File: config.mk
export PLATFORM = sky130hd
export DESIGN_NAME = ser_nto1
export DESIGN_NICKNAME = d
export VERILOG_FILES = /design/src/rtl/phy_pkg.sv /design/src/rtl/ser_slice_sel.sv /design/src/rtl/ser_nto1.sv
export SDC_FILE = /design/constraint.sdc
export NUM_CORES = 1
export LEC_CHECK = 0
export BUFFER_PORTS_ARGS = -buffer_cell sky130_fd_sc_hd__buf_4
export CAP_MARGIN = 40
export CORE_ASPECT_RATIO = 1.2
export CORE_UTILIZATION = 58
export DETAILED_ROUTE_END_ITERATION = 8
export HOLD_SLACK_MARGIN = 0.08
export MAX_ROUTING_LAYER = met4
export PLACE_DENSITY = 0.9
export SLEW_MARGIN = 25
export SYNTH_ARGS = -nofsm -noshare
export SYNTH_HDL_FRONTEND = slang
export SYNTH_SLANG_ARGS = --single-unit
File: constraint.sdc
create_clock -name clk_4f -period 4.3 [get_ports clk_4f]
set_input_delay 0.645 -clock clk_4f [delete_from_list [all_inputs] [get_ports clk_4f]]
set_output_delay 0.645 -clock clk_4f [all_outputs]
set_load 0.005 [all_outputs]
File: src/rtl/phy_pkg.sv
// Shared PHY transmit-path types and constants.
// Used by the serializer and its slice mux.
package phy_pkg;

  typedef enum logic {
    SER_IDLE  = 1'b0,
    SER_SHIFT = 1'b1
  } ser_st_t;

  localparam logic [7:0] K28_5_SYM = 8'hBC;

  localparam int DW_STRIPE = 32;
  localparam int DW_LANE   = 8;

  function automatic int ser_ratio(
    input int iw,
    input int ow
  );
    return iw / ow;
  endfunction

endpackage

File: src/rtl/ser_slice_sel.sv
// Combinational slice mux: picks OUT_W-bit slice k of word w.
// msb selects whether slice 0 is the top or bottom of w.
module ser_slice_sel
  import phy_pkg::*;
#(
  parameter  int IN_W  = DW_STRIPE,
  parameter  int OUT_W = DW_LANE,
  localparam int RATIO = IN_W / OUT_W,
  localparam int SW    = $clog2(RATIO)
) (
  input  logic [IN_W-1:0]  w,
  input  logic [SW-1:0]    k,
  input  logic             msb,
  output logic [OUT_W-1:0] s
);

  always_comb begin
    s = '0;
    for (int i = 0; i < RATIO; i++) begin
      if (k == SW'(i)) begin
        s = msb ? w[IN_W-1-i*OUT_W -: OUT_W]
                : w[i*OUT_W +: OUT_W];
      end
    end
  end

endmodule

File: src/rtl/ser_nto1.sv
// Wide-to-narrow serializer with one-word hold register.
// Optional idle fill on out_data: define SER_IDLE_FILL_EN.
module ser_nto1
  import phy_pkg::*;
#(
  parameter int              IN_W     = DW_STRIPE,
  parameter int              OUT_W    = DW_LANE,
  parameter logic [OUT_W-1:0] IDLE_SYM = OUT_W'(K28_5_SYM)
) (
  input  logic             clk_4f,
  input  logic             reset,
  input  logic [IN_W-1:0]  in_data,
  input  logic             in_valid,
  output logic             in_ready,
  input  logic             in_msb_first,
  output logic [OUT_W-1:0] out_data,
  output logic             out_valid,
  output logic             out_first
);

  localparam int RATIO = ser_ratio(IN_W, OUT_W);
  localparam int SW    = $clog2(RATIO);
  localparam logic [SW-1:0] LAST = SW'(RATIO - 1);

`ifdef SER_IDLE_FILL_EN
  localparam logic [OUT_W-1:0] FILL = IDLE_SYM;
`else
  // Without fill the idle symbol collapses to zero.
  localparam logic [OUT_W-1:0] FILL = IDLE_SYM & '0;
`endif

  ser_st_t          st, st_n;
  logic [IN_W-1:0]  cur, cur_n;
  logic             cur_msb, cur_msb_n;
  logic [SW-1:0]    sel, sel_n;
  logic [IN_W-1:0]  hold, hold_n;
  logic             hold_msb, hold_msb_n;
  logic             hold_full, hold_full_n;
  logic [OUT_W-1:0] data_n;
  logic             valid_n;
  logic             first_n;
  logic             acc;
  logic             idle;
  logic [OUT_W-1:0] slice;

  assign in_ready = reset & ~hold_full;
  assign acc      = in_valid & in_ready;
  assign idle     = (st == SER_IDLE);

  // From IDLE slice 0 comes straight off the input word.
  ser_slice_sel #(
    .IN_W  (IN_W),
    .OUT_W (OUT_W)
  ) u_sel (
    .w   (idle ? in_data : cur),
    .k   (idle ? '0 : sel),
    .msb (idle ? in_msb_first : cur_msb),
    .s   (slice)
  );

  always_comb begin
    st_n        = st;
    cur_n       = cur;
    cur_msb_n   = cur_msb;
    sel_n       = sel;
    hold_n      = hold;
    hold_msb_n  = hold_msb;
    hold_full_n = hold_full;
    data_n      = FILL;
    valid_n     = 1'b0;
    first_n     = 1'b0;
    unique case (st)
      SER_IDLE: begin
        if (acc) begin
          cur_n     = in_data;
          cur_msb_n = in_msb_first;
          data_n    = slice;
          valid_n   = 1'b1;
          first_n   = 1'b1;
          sel_n     = SW'(1);
          st_n      = SER_SHIFT;
        end
      end
      SER_SHIFT: begin
        data_n  = slice;
        valid_n = 1'b1;
        first_n = (sel == '0);
        if (sel != LAST) begin
          sel_n = sel + SW'(1);
          if (acc) begin
            hold_n      = in_data;
            hold_msb_n  = in_msb_first;
            hold_full_n = 1'b1;
          end
        end else if (hold_full) begin
          cur_n       = hold;
          cur_msb_n   = hold_msb;
          sel_n       = '0;
          hold_full_n = acc;
          if (acc) begin
            hold_n     = in_data;
            hold_msb_n = in_msb_first;
          end
        end else if (acc) begin
          cur_n     = in_data;
          cur_msb_n = in_msb_first;
          sel_n     = '0;
        end else begin
          st_n  = SER_IDLE;
          sel_n = '0;
        end
      end
    endcase
  end

  always_ff @(posedge clk_4f) begin
    if (!reset) begin
      st        <= SER_IDLE;
      sel       <= '0;
      hold_full <= 1'b0;
      out_data  <= '0;
      out_valid <= 1'b0;
      out_first <= 1'b0;
    end else begin
      st        <= st_n;
      sel       <= sel_n;
      hold_full <= hold_full_n;
      out_data  <= data_n;
      out_valid <= valid_n;
      out_first <= first_n;
    end
  end

  always_ff @(posedge clk_4f) begin
    cur      <= cur_n;
    cur_msb  <= cur_msb_n;
    hold     <= hold_n;
    hold_msb <= hold_msb_n;
  end

endmodule

# Yosys cells after proc, flatten, opt, wreduce, memory -nomap -nowiden
# Cells that the tools add are included.
dict set report totals {
  reg_bits 80
  inputBits 36
  word_cells 66
}
dict set report classes {
  add_sub_neg 1
  eq_ne 7
  mux 39
  bitwise 4
  reduce_logical 5
}
# operator count
set ops {}
lappend ops {{two-way mux 32 bit} 7}
lappend ops {{two-way mux 8 bit} 9}
lappend ops {{one-hot mux 32 bit (2 select lines)} 1}
lappend ops {{one-hot mux 8 bit (2 select lines)} 1}
lappend ops {{two-way mux 1 bit} 13}
lappend ops {{inequality test 2 bit, second input constant} 4}
lappend ops {{one-hot mux 1 bit (2 select lines)} 4}
lappend ops {{two-way mux 2 bit} 3}
lappend ops {{== test 2 bit, second input constant} 2}
lappend ops {{zero test 2 bit} 2}
lappend ops {{one-hot mux 2 bit (2 select lines)} 1}
lappend ops {{AND reduction 2 bit} 2}
lappend ops {{adder 2 x 1 -> 2 bit, second input constant} 1}
lappend ops {{AND 1 bit} 2}
lappend ops {{== test 2 x 1 -> 1 bit, second input constant} 1}
lappend ops {{NOT 1 bit} 2}
lappend ops {{nonzero test 2 bit} 1}

# Longest topological paths before layout
dict set report logic_depth {
  ltp_word 8
  ltp_mapped 7
}

# By module
# Synthesis repeated with hierarchy kept, for this count alone.
dict set report hier_totals {
  hier_cells 327
  area_unflattened_um2 4085.2
}
# mod n_inst cells_per_inst area_per_inst_um2 seq_area_each_um2
set by_module_without_submodules {}
lappend by_module_without_submodules {ser_nto1 1 298 3522.1 2262.2}
lappend by_module_without_submodules {ser_slice_sel 1 29 563.0 0.0}

# Least setup slack after synthesis
# Ideal clock, no wire load.
dict set report synth_path {
  kind {register to register}
  start {reg sel[1]}
  end {reg hold[0] (enable)}
  setup_time_ps 423
  t_arrival_ps 2958
  required_ps 3877
  slack_ps 919
  stages_incl_launch_ff 5
  n_path_buf 0
  cell_sequence {dfxtp_1 -> ha_1 -> nand2b_1 -> nor2b_1 -> nor2_1}
}
dict set report synth_via {
  elab_chain_cells 3
}
# element line_no
set synth_lines {}
lappend synth_lines {{start: declaration} ser_nto1.sv:35} ;# logic [SW-1:0] sel, sel_n;
lappend synth_lines {{start signal: assignment} ser_nto1.sv:126} ;# sel <= sel_n;
lappend synth_lines {{inequality test 2 bit} ser_nto1.sv:88} ;# if (sel != LAST) begin
lappend synth_lines {{nonzero test 2 bit (no source line)} -}
lappend synth_lines {{AND reduction 2 bit (no source line)} -}
lappend synth_lines {{end signal: assignment} ser_nto1.sv:137} ;# hold <= hold_n;
lappend synth_lines {{end: declaration} ser_nto1.sv:36} ;# logic [IN_W-1:0] hold, hold_n;
# No other way between the ends.
# A chain may end at the register's enable or synchronous reset.

# Worst setup path after layout
dict set report layout_path {
  start {reg st}
  end {reg out_data[0]}
}
dict set report layout_via {
  elab_chain_cells 8
  elab_cells_between_ends 18
  cone_classes {eq/ne: 3; mux: 13; bitwise: 1; reduce/logical: 1}
}
# element line_no
set layout_lines {}
lappend layout_lines {{start: declaration} ser_nto1.sv:32} ;# ser_st_t st, st_n;
lappend layout_lines {{start signal: assignment} ser_nto1.sv:125} ;# st <= st_n;
lappend layout_lines {{two-way mux 32 bit, or another cell as far along} ser_nto1.sv:55} ;# .w (idle ? in_data : cur),
lappend layout_lines {{two-way mux 8 bit / zero test 2 bit (equally long branches)} {ser_slice_sel.sv:21, ser_slice_sel.sv:20}}
lappend layout_lines {{two-way mux 8 bit (4 in series)} ser_slice_sel.sv:20} ;# if (k == SW'(i)) begin
lappend layout_lines {{two-way mux 8 bit} ser_nto1.sv:74} ;# if (acc) begin
lappend layout_lines {{one-hot mux 8 bit (2 select lines) *} ser_nto1.sv:72} ;# unique case (st)
lappend layout_lines {{end signal: assignment} ser_nto1.sv:128} ;# out_data <= data_n;
lappend layout_lines {{end: declaration} ser_nto1.sv:16} ;# output logic [OUT_W-1:0] out_data,
# Mark *: on every way between the ends. The rest lies on a longest branch, timed or not.

==> run metrics <==
final hold violation count 0; reg2reg path depth 4; die width between 70 and 80 um; drt wl/cell roughly 18 um; post-layout utilization of the core 0.6982; PwrDens between 400 and 500 nW/um2; Root Driver clkbuf_8; share of layout cells above drive strength 1 0.2071; relative slew slack 0.4882; Post-CTS Setup Bufs 0; Initial Util 0.6058; Distinct cells, synth 35; Worst-Margin Slew ~0.76 ns; top_reg_cell synth edfxtp_1; Layout Nets 400; Final Cell Area about 4600 um2; initial DRC count around 300; vias in the first global route 2,639; RePlAce Congestion slightly below 0.9; area grow syn2layout 15.25%; HPWL after DPL roughly 5300 um; GR Util All Layers 0.2458; CTS Hold Bufs 0; Slew Limit Fails 0; first-pass GRT wire length ~13,000 um; Worst Skew roughly 0.009 ns; core footprint between 6000 and 7000 um2; WP data arrival approximately 2.7 ns; commonest non-fill, non-tap cells in the layout edfxtp_1 (66), buf_4 (51), mux2i_1 (50); minimum clock period roughly 2.5 ns; multi-input logic area about 1600 um2; post-synthesis cell area roughly 4000 um2; DP Cell Count between 400 and 500; most common cell after layout, fill and taps aside edfxtp_1; peak supply drop roughly 0.00024 V; CTS buffer count 9; WS Path Type flop to flop; Setup Viol. Count Final 0; total power 2.031 mW; CTS tree yes; initial antenna violation count 0; RSZ-0062 raised after global routing no; final setup TNS 0 ns; outcome complete, no violations; Vias around 2,700; total of max-cap violations 0; CP max stage cell dfxtp_1; Ports between 40 and 50; largest net degree at the start of global routing 67; hold path cells 1; Net Count, Synth approximately 360; count of input and output buffers 46; cts repair resizes 0; worst min path class input port to flop; ANT cells 0; ANT nets after route 0; clock latency on the worst-skew pair roughly 0.35 ns; final WL 8070 um; YS warnings 0; crit path launch type flop; Sequential Area 2262 um2; Tcrit/Tclk final 0.5715; Yosys reg bits 80; drt via density roughly 6.0; clk sink count 80; Yosys top cell by area edfxtp_1; sequential area share after synthesis 0.5722; die area roughly 7200 um2; # DRC 0; WP data required roughly 4.5 ns; cell count after synthesis roughly 320; Crit Path Max Fanout 16; Worst-path clk slew ~0.08 ns; static leakage 1.804 nW; Async SR Flop Fraction 0; # rows 32; Setup crit end kind flop; maximum clock path buffer count 2; Mapped Avg Cell Area 12.39 um2; EDFF count, synth 66; DRT Pass-1 Iters 5; # fillers between 400 and 500; Yosys top cell area share 0.5013; Peak Freq roughly 0.4 GHz; Area contributors post-synth edfxtp_1 (50%), mux2i_1 (13%), dfxtp_1 (7.1%), o21ai_1 (4.8%), nand2_1 (3.4%); grt total ovfl 0; H-tree depth 3; Die H about 92 um; non-filler instance count after layout between 400 and 500; CP peak stage delay around 0.70 ns; DP Area around 4400 um2; worst-path cell chain mux2i_4 -> mux4_2 -> a221oi_1 -> nor3_1
==> final timing paths <==
check / start / endpoint / slack, ns
setup / recovery: st / out_data[0] / 1.84
hold / removal: in_data[10] / hold[10] / 0.49
setup reg to reg: st / out_data[0] / 1.84
hold reg to reg: hold[21] / cur[21] / 0.53
==> critical path, delay by kind of cell (launching register included) <==
| family | cells | cell delay, ns |
|---|---|---|
| compound gates | 1 | 0.32 |
| simple gates | 1 | 0.08 |
| flops | 1 | 0.70 |
| mux | 2 | 1.20 |
==> per-stage QoR <==
stage          hold slack (ns)  setup slack (ns)
6_report                0.4872             1.843
5_1_grt                 0.4743             1.798
4_1_cts                 0.4787             1.886
3_5_place_dp            0.5128             1.874
3_3_place_gp            0.5051             1.878
2_1_floorplan           0.5027            0.9189
==> sequential cells by signal, indices dropped and copies added, names as in the netlist <==
name	cells
cur	32
hold	32
out_data	8
sel	2
cur_msb	1
hold_full	1
hold_msb	1
out_first	1
out_valid	1
st	1
==> per-layer routing <==
metal,wire (um),vias to the layer above,GRT usage
met5,0,-,-
met2,3985,104,0.3864
li1,-,1296,-
met4,216,0,0.1053
met3,429,22,0.05123
met1,3439,1312,0.3102
==> power by group <==
group          switching [mW]  internal [mW]  total, mW
clock                   0.256          0.263      0.519
sequential             0.0970          0.982       1.08
combinational           0.215          0.218      0.433
total                   0.568           1.46       2.03
==> cell usage after synthesis (5+ instances only) <==
cell type  count
dfxtp_1       14
mux2i_1       50
nor2b_1        5
a211oi_1       5
nor2_1        11
buf_2          7
a31oi_1        5
mux2_1         8
nor3_1         7
o21ai_0        8
o21ai_1       38
clkbuf_1      10
nand2_1       36
edfxtp_1      66
==> cell families after synthesis <==
logic type      synth area share
flops                     0.5722
simple gates             0.09051
compound gates           0.09683
mux                       0.2044
buf+inv                  0.02975
fa+ha+maj               0.006328
==> area by class of cell <==
cell class,count,area share
Clock inverter,5,0.01043
Multi-Input combinational cell,214,0.3468
Timing Repair Buffer,52,0.09006
Tap cell,85,0.02334
Sequential cell,80,0.4964
Clock buffer,11,0.02883
Inverter,5,0.004119
(Power assumes the default switching activity.)
